--- src/rtl/fetch_sequencer.sv ---
// RV32I instruction fetch sequencer: one outstanding imem request, a 2-entry
// instruction buffer toward decode, and redirect handling that drops stale responses.
module fetch_sequencer #(
   parameter logic [31:0] RESET_PC = 32'h0000_0000
) (
   input  logic        i_clk,
   input  logic        i_rst_n,
   output logic        o_ImemReq,
   output logic [31:0] o_ImemAddr,
   input  logic        i_ImemGnt,
   input  logic        i_ImemRvalid,
   input  logic [31:0] i_ImemRdata,
   output logic        o_InstValid,
   output logic [31:0] o_Instruction,
   output logic [31:0] o_InstPC,
   input  logic        i_DecodeReady,
   input  logic        i_Redirect,
   input  logic [31:0] i_RedirectPC
);

   typedef enum logic [1:0] {
      S_IDLE = 2'd0,
      S_REQ  = 2'd1,
      S_WAIT = 2'd2,
      S_DROP = 2'd3
   } state_t;

   state_t      r_state;
   state_t      w_state_nxt;
   logic [31:0] r_pc;
   logic [31:0] w_pc_nxt;
   logic [31:0] r_fetch_pc;
   logic [1:0]  r_count;
   logic [1:0]  w_count_nxt;
   logic        r_req;
   logic        r_valid;
   logic [31:0] r_inst0;
   logic [31:0] r_inst1;
   logic [31:0] r_ipc0;
   logic [31:0] r_ipc1;
   logic        w_pop;
   logic        w_push;
   logic [31:0] w_redirect_pc;

   // Next-state, next-PC and buffer occupancy; a redirect overrides every other event.
   always_comb begin
      w_state_nxt   = r_state;
      w_pc_nxt      = r_pc;
      w_count_nxt   = r_count;
      w_redirect_pc = i_RedirectPC & 32'hFFFF_FFFC;
      w_pop         = (r_count != 2'd0) && i_DecodeReady && !i_Redirect;
      w_push        = (r_state == S_WAIT) && i_ImemRvalid && !i_Redirect;

      if (i_Redirect) begin
         w_count_nxt = 2'd0;
      end else begin
         case ({w_push, w_pop})
            2'b10:   w_count_nxt = r_count + 2'd1;
            2'b01:   w_count_nxt = r_count - 2'd1;
            default: w_count_nxt = r_count;
         endcase
      end

      if (i_Redirect) begin
         w_pc_nxt = w_redirect_pc;
      end else if ((r_state == S_REQ) && i_ImemGnt) begin
         w_pc_nxt = r_pc + 32'd4;
      end else begin
         w_pc_nxt = r_pc;
      end

      case (r_state)
         S_IDLE: begin
            if (i_Redirect || (r_count < 2'd2)) w_state_nxt = S_REQ;
            else                                w_state_nxt = S_IDLE;
         end
         S_REQ: begin
            if (i_ImemGnt) w_state_nxt = i_Redirect ? S_DROP : S_WAIT;
            else           w_state_nxt = S_REQ;
         end
         S_WAIT: begin
            if (i_ImemRvalid) begin
               if (i_Redirect || (w_count_nxt < 2'd2)) w_state_nxt = S_REQ;
               else                                     w_state_nxt = S_IDLE;
            end else begin
               w_state_nxt = i_Redirect ? S_DROP : S_WAIT;
            end
         end
         S_DROP: begin
            if (i_ImemRvalid) w_state_nxt = S_REQ;
            else              w_state_nxt = S_DROP;
         end
         default: w_state_nxt = S_IDLE;
      endcase
   end

   // Control state, PC, occupancy and the registered request/valid outputs.
   always_ff @(posedge i_clk) begin
      if (!i_rst_n) begin
         r_state    <= S_IDLE;
         r_pc       <= RESET_PC;
         r_fetch_pc <= RESET_PC;
         r_count    <= 2'd0;
         r_req      <= 1'b0;
         r_valid    <= 1'b0;
      end else begin
         r_state    <= w_state_nxt;
         r_pc       <= w_pc_nxt;
         r_fetch_pc <= ((r_state == S_REQ) && i_ImemGnt) ? r_pc : r_fetch_pc;
         r_count    <= w_count_nxt;
         r_req      <= (w_state_nxt == S_REQ);
         r_valid    <= (w_count_nxt != 2'd0);
      end
   end

   // Shift-style 2-entry FIFO: entry 0 is always the head presented to decode.
   always_ff @(posedge i_clk) begin
      if (!i_rst_n) begin
         r_inst0 <= 32'd0;
         r_inst1 <= 32'd0;
         r_ipc0  <= 32'd0;
         r_ipc1  <= 32'd0;
      end else begin
         case ({w_push, w_pop})
            2'b10: begin
               if (r_count == 2'd0) begin
                  r_inst0 <= i_ImemRdata;
                  r_ipc0  <= r_fetch_pc;
               end else begin
                  r_inst1 <= i_ImemRdata;
                  r_ipc1  <= r_fetch_pc;
               end
            end
            2'b01: begin
               r_inst0 <= r_inst1;
               r_ipc0  <= r_ipc1;
            end
            2'b11: begin
               if (r_count == 2'd1) begin
                  r_inst0 <= i_ImemRdata;
                  r_ipc0  <= r_fetch_pc;
               end else begin
                  r_inst0 <= r_inst1;
                  r_ipc0  <= r_ipc1;
                  r_inst1 <= i_ImemRdata;
                  r_ipc1  <= r_fetch_pc;
               end
            end
            default: begin
               r_inst0 <= r_inst0;
               r_ipc0  <= r_ipc0;
            end
         endcase
      end
   end

   assign o_ImemReq     = r_req;
   assign o_ImemAddr    = r_pc;
   assign o_InstValid   = r_valid;
   assign o_Instruction = r_inst0;
   assign o_InstPC      = r_ipc0;

endmodule

--- config.mk ---
export PLATFORM = sky130hd
export DESIGN_NAME = fetch_sequencer
export DESIGN_NICKNAME = d
export VERILOG_FILES = /design/src/rtl/fetch_sequencer.sv
export SDC_FILE = /design/constraint.sdc
export NUM_CORES = 1
export LEC_CHECK = 0
export CAP_MARGIN = 10
export CELL_PAD_IN_SITES_DETAIL_PLACEMENT = 0
export CELL_PAD_IN_SITES_GLOBAL_PLACEMENT = 1
export CORE_MARGIN = 2
export CORE_UTILIZATION = 41
export DETAILED_ROUTE_END_ITERATION = 7
export GPL_ROUTABILITY_DRIVEN = 1
export PLACE_DENSITY_LB_ADDON = 0.08
export SYNTH_ARGS = -nofsm -noshare
export SYNTH_HDL_FRONTEND = slang
export SYNTH_SLANG_ARGS = --single-unit
--- constraint.sdc ---
create_clock -name i_clk -period 6.2 [get_ports i_clk]
set_input_delay 1.24 -clock i_clk [delete_from_list [all_inputs] [get_ports i_clk]]
set_output_delay 1.24 -clock i_clk [all_outputs]
set_load 0.05 [all_outputs]
==> metrics.md, run 1 <==
| Metric | Value |
|---|---|
| EDFF count, synth | `0` |
| Total CTS buffers | `17` |
| All-Layer GR Usage | `20.29%` |
| Yosys reg bits | `190` |
| Drt wl/cell | `15.86 µm` |
| Routed via count | `6,793` |
| Post-Synth Adder-Cell Area | `0.9238%` |
| Crit path kind | `input pin to flip-flop` |
| Delay-heaviest family, CP | `simple AND/OR/NAND/NOR gates` |
| Number of cells on the critical path | `10` |
| Clock latency on the worst-skew pair | `430 ps` |
| Compound-Gate Fraction of Synth Area | `19.82%` |
| Worst setup EP type | `flip-flop` |
| Share of cells above drive strength 1 | `6.197%` |
| P_sw | `0.6899 mW` |
| Area growth from synthesis to layout | `28.22%` |
| Max incr delay on CP | `740 ps` |
| DP HPWL | `13,720 µm` |
| Filler Cells Inserted | `1,877` |
| DRC violations left | `0` |
| Hold crit path type | `flip-flop to flip-flop` |
| Max cap viols | `0` |
| Synth Area in XOR/XNOR | `2.910%` |
| R2R Setup Slk | `3040 ps` |
| Buffer count from post-CTS setup fixing | `0` |
| Slew @ Worst Pin | `951.9 ps` |
| Power Dens Cells | `254.5 nW/µm²` |
| Mean Syn Cell Area | `8.673 µm²` |
| Die ar. | `20,960 µm²` |
| # resized after CTS | `0` |
| Grt total ovfl | `0` |
| Synthesized area | `8127 µm²` |
| FF-to-FF path depth | `11` |
| # nets final | `1,128` |
| Status | `finished clean` |
| Clock transition at path regs | `70 ps` |
| Crit-path cells | `clkdlybuf4s50_1 -> nor2_1 -> and2_1 -> inv_2 -> ha_1 -> o21ai_0 -> nand2b_2 -> buf_4 -> nand2_1 -> a21boi_0` |
| Slew Limit Headroom | `36.30%` |
| Die width | `144.8 µm` |
| Most used DFF post-synth | `dfxtp_1` |
| Worst Path Required | `6550 ps` |
| Via-per-instance ratio | `5.108` |
| Drt initial violations | `391` |
| Combinational power share | `10.8%` |
| Count of different cell masters after synthesis | `49` |
| Max Fclk | `241.6 MHz` |
| Sequential Power Share | `48.6%` |
| Clock group share of total power | `40.6%` |
| CTS tree | `done` |
| Final min period | `4139 ps` |
| Tcrit/Tclk final | `66.76%` |
| Hold_buf cts | `0` |
| CTS Buffer Depth | `2` |
| Setup_tns | `0 ps` |
| Ant diodes | `0` |
| Setup Skew | `10.34 ps` |
| # port buffers | `161` |
| RD Place Congestion | `0.8134` |
| IO Count | `168` |
| DR pass1 iterations | `4` |
| Final setup fails | `0` |
| Leakage | `3.477 nW` |
| Clk sinks | `190` |
| First-pass GRT wire length | `33,650 µm` |
| Worst R2R Start | `r_count[0]` |
| Vias in the first global route | `6,260` |
| Mux contribution to synthesized area | `0.2617%` |
| Initial antenna violation count | `0` |
| Max VDD drop | `0.0002048 V` |
| Row count | `51` |
| H-tree depth | `4` |
| Cells after Synth | `937` |
| Synth Area in Simple Gates | `23.99%` |
| Routed WL | `21,100 µm` |
| Largest family of logic cells by synthesized area | `simple AND/OR/NAND/NOR gates` |
| Worst setup SP type | `input pin` |
| Synthesis Warnings | `0` |
| Seq/Total Area, Yosys | `46.81%` |
| Antenna-violating nets left | `0` |
| Async set-reset flop share out of synthesis | `0%` |
| Unrepaired setup endpoints after global routing | `false` |
| Clock Tree Root | `clkbuf_16` |
| Sw frac | `26.02%` |
| Worst path bufs/invs | `3` |
| Pint | `1.962 mW` |
| R2r endpoint | `r_ipc1[16]` |
| CP max stage cell | `clkdlybuf4s50_1` |
| Final core occ | `53.54%` |
| Worst-path maximum fanout | `32` |
| Critical path origin | `i_Redirect` |
| Largest net degree at the start of global routing | `90` |
| CP arrival | `4490 ps` |
| Final hold violations | `0` |
| Final Max Tran Viols | `0` |
| Core box area | `19,460 µm²` |
| End point of the critical path | `r_ipc1[16]` |
| Die H | `144.8 µm` |
| Initial core utilization | `41.76%` |
[state kept, by name (all words and copies together) (netlist names), 2 cells and up]
| name | count |
|---|---|
| r_inst1 | 32 |
| o_InstPC | 30 |
| o_Instruction | 32 |
| r_ipc1 | 30 |
| r_fetch_pc | 30 |
| o_ImemAddr | 30 |
| r_state | 2 |
| r_count | 2 |
[power by group through the flow]
stage	sequential (mW)	combinational, mW	clock, mW
detailed placement	1.32	0.288	0
global placement	1.32	0.289	0
CTS	1.29	0.290	1.10
global route	1.29	0.309	1.15
floorplan	1.38	0.106	0
finish	1.29	0.287	1.08
[cell usage after synthesis (all sizes together) (8+ instances only)]
cell	n	area, µm²
a21boi	94	705.7
a21oi	20	100.1
a221oi	62	543.0
buf	31	183.9
clkbuf	49	183.9
dfxtp	190	3804
inv	11	41.29
nand2	210	790.8
nand3	16	80.08
nor2	70	265.3
nor3	10	65.06
nor3b	64	480.5
o211a	8	80.08
o21ai	26	133.9
xnor2	20	175.2
[cell families after synthesis]
logic type | Yosys count
other | 1
AND/OR/NAND/NOR | 402
AO/OA/AOI/OAI | 216
XOR/XNOR | 27
flip-flops | 190
adder cells (fa/ha/maj) | 6
buffers and inverters | 93
multiplexers | 2
[how the worst min path moves through the flow]
stage,slack [ps],start,cells past startpoint,end
after global placement,450,r_ipc1[7],2,r_ipc1[7]
final,460,r_ipc1[26],2,r_ipc1[26]
after floorplan,440,r_inst1[13],2,r_inst1[13]
after global routing,480,r_ipc1[28],2,r_ipc1[28]
after CTS,470,r_ipc1[26],2,r_ipc1[26]
after detailed placement,460,r_ipc1[7],2,r_ipc1[7]
[per-stage QoR]
stage	power (mW)	cell area [µm²]	instances	setup WS [ps]	hold slack (ps)
2_1_floorplan	1.486	8138	940	2944	443.3
3_3_place_gp	1.605	9841	1298	1605	449.3
3_5_place_dp	1.604	9841	1298	1582	456.6
4_1_cts	2.679	10420	1330	2036	465.6
5_1_grt	2.755	10420	1330	1693	476.9
6_report	2.652	10420	1330	2061	462.3
[final cells by class]
type	instances	area, µm²	area share (%)
Clock inverter	11	108.9	1.045
Sequential cell	190	3804	36.50
Tap cell	265	331.6	3.182
Inverter	11	41.29	0.3963
Clock buffer	21	470.5	4.515
Timing Repair Buffer	175	1727	16.57
Multi-Input combinational cell	657	3938	37.79
[routing by layer]
metal	GRT usage, %	up-vias	wire length [µm]
met1	27.02	3171	10030
met5	0	-	0
met3	5.627	13	1279
met2	32.97	139	9644
met4	4.394	0	141
li1	-	3470	-
[worst reg2reg max path, stage by stage (launching register included)]
cell and delay [ps]:
dfxtp_1 370, inv_1 60, ha_1 250, nor2_1 90, and2_1 230, inv_2 100, ha_1 320, o21ai_0 370
nand2b_2 690, buf_4 360, nand2_1 80, a21boi_0 160
[cells in the final DEF, fill, tap and decap left out, types with 6 or more instances in the layout]
cell / Yosys / layout
xor2_1: 7 / 7
o211a_1: 8 / 8
nor3b_1: 64 / 64
dfxtp_1: 190 / 190
buf_4: 4 / 14
nand3_1: 16 / 16
inv_1: 10 / 10
nor3_1: 7 / 7
nand2_1: 209 / 208
ha_1: 6 / 6
clkbuf_16: 0 / 17
a21oi_1: 20 / 19
o21ai_0: 25 / 25
a21boi_0: 94 / 94
clkdlybuf4s50_1: 0 / 160
xnor2_1: 20 / 20
a221oi_1: 62 / 62
nor2_1: 69 / 69
Note: power is estimated with default switching activity, not from simulation.
==> run 2, diff against run 1 <==
--- a/config.mk
+++ b/config.mk
@@ -9,7 +9,7 @@
 export CELL_PAD_IN_SITES_DETAIL_PLACEMENT = 0
 export CELL_PAD_IN_SITES_GLOBAL_PLACEMENT = 1
 export CORE_MARGIN = 2
-export CORE_UTILIZATION = 41
+export CORE_UTILIZATION = 34
 export DETAILED_ROUTE_END_ITERATION = 7
 export GPL_ROUTABILITY_DRIVEN = 1
 export PLACE_DENSITY_LB_ADDON = 0.08
==> constraint.sdc (replaced) <==
create_clock -name i_clk -period 3.6 [get_ports i_clk]
set_input_delay 0.72 -clock i_clk [delete_from_list [all_inputs] [get_ports i_clk]]
set_output_delay 0.72 -clock i_clk [all_outputs]
set_load 0.05 [all_outputs]
==> metrics.md, run 2 (synthesis gave the netlist of run 1 again) <==
| Metric | Value |
|---|---|
| Status | `finished clean (unchanged)` |
| Row count | `56 (was 51)` |
| Drt initial violations | `307 (was 391)` |
| Filler Cells Inserted | `2,335 (was 1,877)` |
| Final hold violations | `0 (unchanged)` |
| Final min period | `2995 ps` |
| First-pass GRT wire length | `36,070 µm (was 33,650 µm)` |
| Worst Path Required | `3950 ps (was 6550 ps)` |
| Largest net degree at the start of global routing | `100 (was 90)` |
| Clock transition at path regs | `80 ps (was 70 ps)` |
| Crit path kind | `input pin to flip-flop (unchanged)` |
| Critical path origin | `i_Redirect (unchanged)` |
| Max VDD drop | `0.0002415 V (was 0.0002048 V)` |
| FF-to-FF path depth | `11 (unchanged)` |
| Die ar. | `25,150 µm² (was 20,960 µm²)` |
| Final Max Tran Viols | `0 (unchanged)` |
| Routed via count | `6,788 (was 6,793)` |
| Most common cell after layout, fill and taps aside | `nand2_1 (unchanged)` |
| IO Count | `168 (unchanged)` |
| Area growth from synthesis to layout | `31.35% (was 28.22%)` |
| Final core occ | `45.47% (was 53.54%)` |
| Most frequent cells in the layout | `nand2_1, dfxtp_1, clkdlybuf4s50_1 (unchanged)` |
| Pint | `3.443 mW (was 1.962 mW)` |
| Max Fclk | `333.9 MHz` |
| Leakage | `3.581 nW (was 3.477 nW)` |
| Max cap viols | `0 (unchanged)` |
| Placed insts | `1,361 (was 1,298)` |
| Clock latency on the worst-skew pair | `430 ps (about the same)` |
| Clock Tree Root | `clkbuf_16 (unchanged)` |
| Clk sinks | `190 (unchanged)` |
| Setup Skew | `10.21 ps (was 10.34 ps)` |
| RD Place Congestion | `0.7508 (was 0.8134)` |
| P_sw | `1.260 mW (was 0.6899 mW)` |
| # resized after CTS | `0 (unchanged)` |
| DRC violations left | `0 (unchanged)` |
| Initial antenna violation count | `0 (unchanged)` |
| R2R Setup Slk | `710 ps (was 3040 ps)` |
| Unrepaired setup endpoints after global routing | `false (unchanged)` |
| Clock group share of total power | `42.0% (was 40.6%)` |
| Met1 Wirelength | `11,330 µm (was 10,030 µm)` |
| CTS tree | `done (unchanged)` |
| Die width | `158.6 µm (was 144.8 µm)` |
| # nets final | `1,137 (was 1,128)` |
| Setup_tns | `0 ps (unchanged)` |
| Sequential Power Share | `47.1% (was 48.6%)` |
| Top sig layer | `met4 (unchanged)` |
| # port buffers | `161 (unchanged)` |
| CTS Buffer Depth | `2 (unchanged)` |
| Grt total ovfl | `0 (unchanged)` |
| Worst setup EP type | `flip-flop (unchanged)` |
| Dpl ws | `152.3 ps (was 1582 ps)` |
| Met2 wire len | `9632 µm (was 9644 µm)` |
| All-Layer GR Usage | `18.35% (was 20.29%)` |
| Worst setup SP type | `input pin (unchanged)` |
| DP HPWL | `14,710 µm (was 13,720 µm)` |
| Tcrit/Tclk final | `83.19%` |
| Worst-path maximum fanout | `26 (was 32)` |
| Vias in the first global route | `6,471 (was 6,260)` |
| Worst R2R Start | `r_count[0] (unchanged)` |
| R2r endpoint | `o_InstPC[18] (was r_ipc1[16])` |
| Slew @ Worst Pin | `1049 ps (was 951.9 ps)` |
| DR pass1 iterations | `5 (was 4)` |
| CP arrival | `3340 ps (was 4490 ps)` |
| Total CTS buffers | `17 (unchanged)` |
| Die H | `158.6 µm (was 144.8 µm)` |
| Antenna-violating nets left | `0 (unchanged)` |
| Sw frac | `26.79% (was 26.02%)` |
| Via-per-instance ratio | `4.873 (was 5.108)` |
| Combinational power share | `10.8% (about the same)` |
| Final setup fails | `0 (unchanged)` |
| End point of the critical path | `o_InstPC[18] (was r_ipc1[16])` |
| Hold crit path type | `flip-flop to flip-flop (unchanged)` |
| Met3 Wirelength | `1350 µm (was 1279 µm)` |
| Cell Count, Final, Fillers Out | `1,393 (was 1,330)` |
| Routed WL | `22,440 µm (was 21,100 µm)` |
| Initial core utilization | `34.62% (was 41.76%)` |
| Ant diodes | `0 (unchanged)` |
| Buffer count from post-CTS setup fixing | `0 (unchanged)` |
| H-tree depth | `4 (unchanged)` |
| Share of cells above drive strength 1 | `7.076% (was 6.197%)` |
| Drt wl/cell | `16.11 µm (was 15.86 µm)` |
| Core box area | `23,470 µm² (was 19,460 µm²)` |
| Hold_buf cts | `0 (unchanged)` |
| Slew Limit Headroom | `29.89% (was 36.30%)` |
| Power Dens Cells | `440.6 nW/µm² (was 254.5 nW/µm²)` |
| Final Worst Setup Slack | `605.3 ps (was 2061 ps)` |
| Post-layout power | `4.703 mW (was 2.652 mW)` |
[run 2: changes by cell type in the layout (fill, tap and decap cells not counted)]
cell,previous run,this run
buf_12,1,8
buf_4,14,16
bufinv_16,1,2
clkbuf_1,1,0
clkbuf_8,3,1
clkinv_4,3,2
clkinv_8,0,1
clkinvlp_4,4,0
inv_6,2,7
inv_8,0,1
[run 2: final cells by class]
type	count	area [µm²]	share of cell area [%]
multi-input combinational	657	3938	36.89
sequential	190	3804	35.63
timing repair buffer	184	1882	17.63
clock buffer	18	439.2	4.114
tap	319	399.1	3.739
clock inverter	14	171.4	1.606
inverter	11	41.29	0.3868
[run 2: critical path, stage by stage]
cell,delay (ps)
clkdlybuf4s50_1,490
nor2_1,120
and2_1,230
inv_2,110
ha_1,260
nand2_1,180
o21a_2,610
buf_4,310
a221oi_1,70
nor3b_1,220
[run 2: worst min-delay path by stage]
stage,start,end,slack [ps],depth (start not counted)
floorplan,r_inst1[13],r_inst1[13],440,2
global placement,r_inst1[7],r_inst1[7],450,2
detailed placement,r_ipc1[4],r_ipc1[4],460,2
CTS,r_ipc1[4],r_ipc1[4],470,2
global route,r_inst1[29],r_inst1[29],480,2
finish,r_inst1[7],r_inst1[7],460,2
[run 2: power by group through the flow]
stage | clock network (mW) | logic (mW) | registers [mW]
2_1_floorplan | 0 | 0.182 | 2.38
3_3_place_gp | 0 | 0.514 | 2.27
3_5_place_dp | 0 | 0.513 | 2.27
4_1_cts | 2.04 | 0.515 | 2.22
5_1_grt | 2.12 | 0.547 | 2.23
6_report | 1.98 | 0.509 | 2.22
[run 2: through the flow]
step / hold WS [ps] / instance area (µm²)
6_report: 462.5 / 10670
5_1_grt: 481.2 / 10670
4_1_cts: 465.3 / 10670
3_5_place_dp: 455.3 / 10060
3_3_place_gp: 448.8 / 10060
2_1_floorplan: 443.3 / 8138
[run 2: metal layers]
metal | track usage (%) | up-vias
met4 | 3.861 | 0
met1 | 26.32 | 3125
met2 | 27.40 | 160
li1 | - | 3493
met3 | 5.171 | 10
met5 | 0 | -
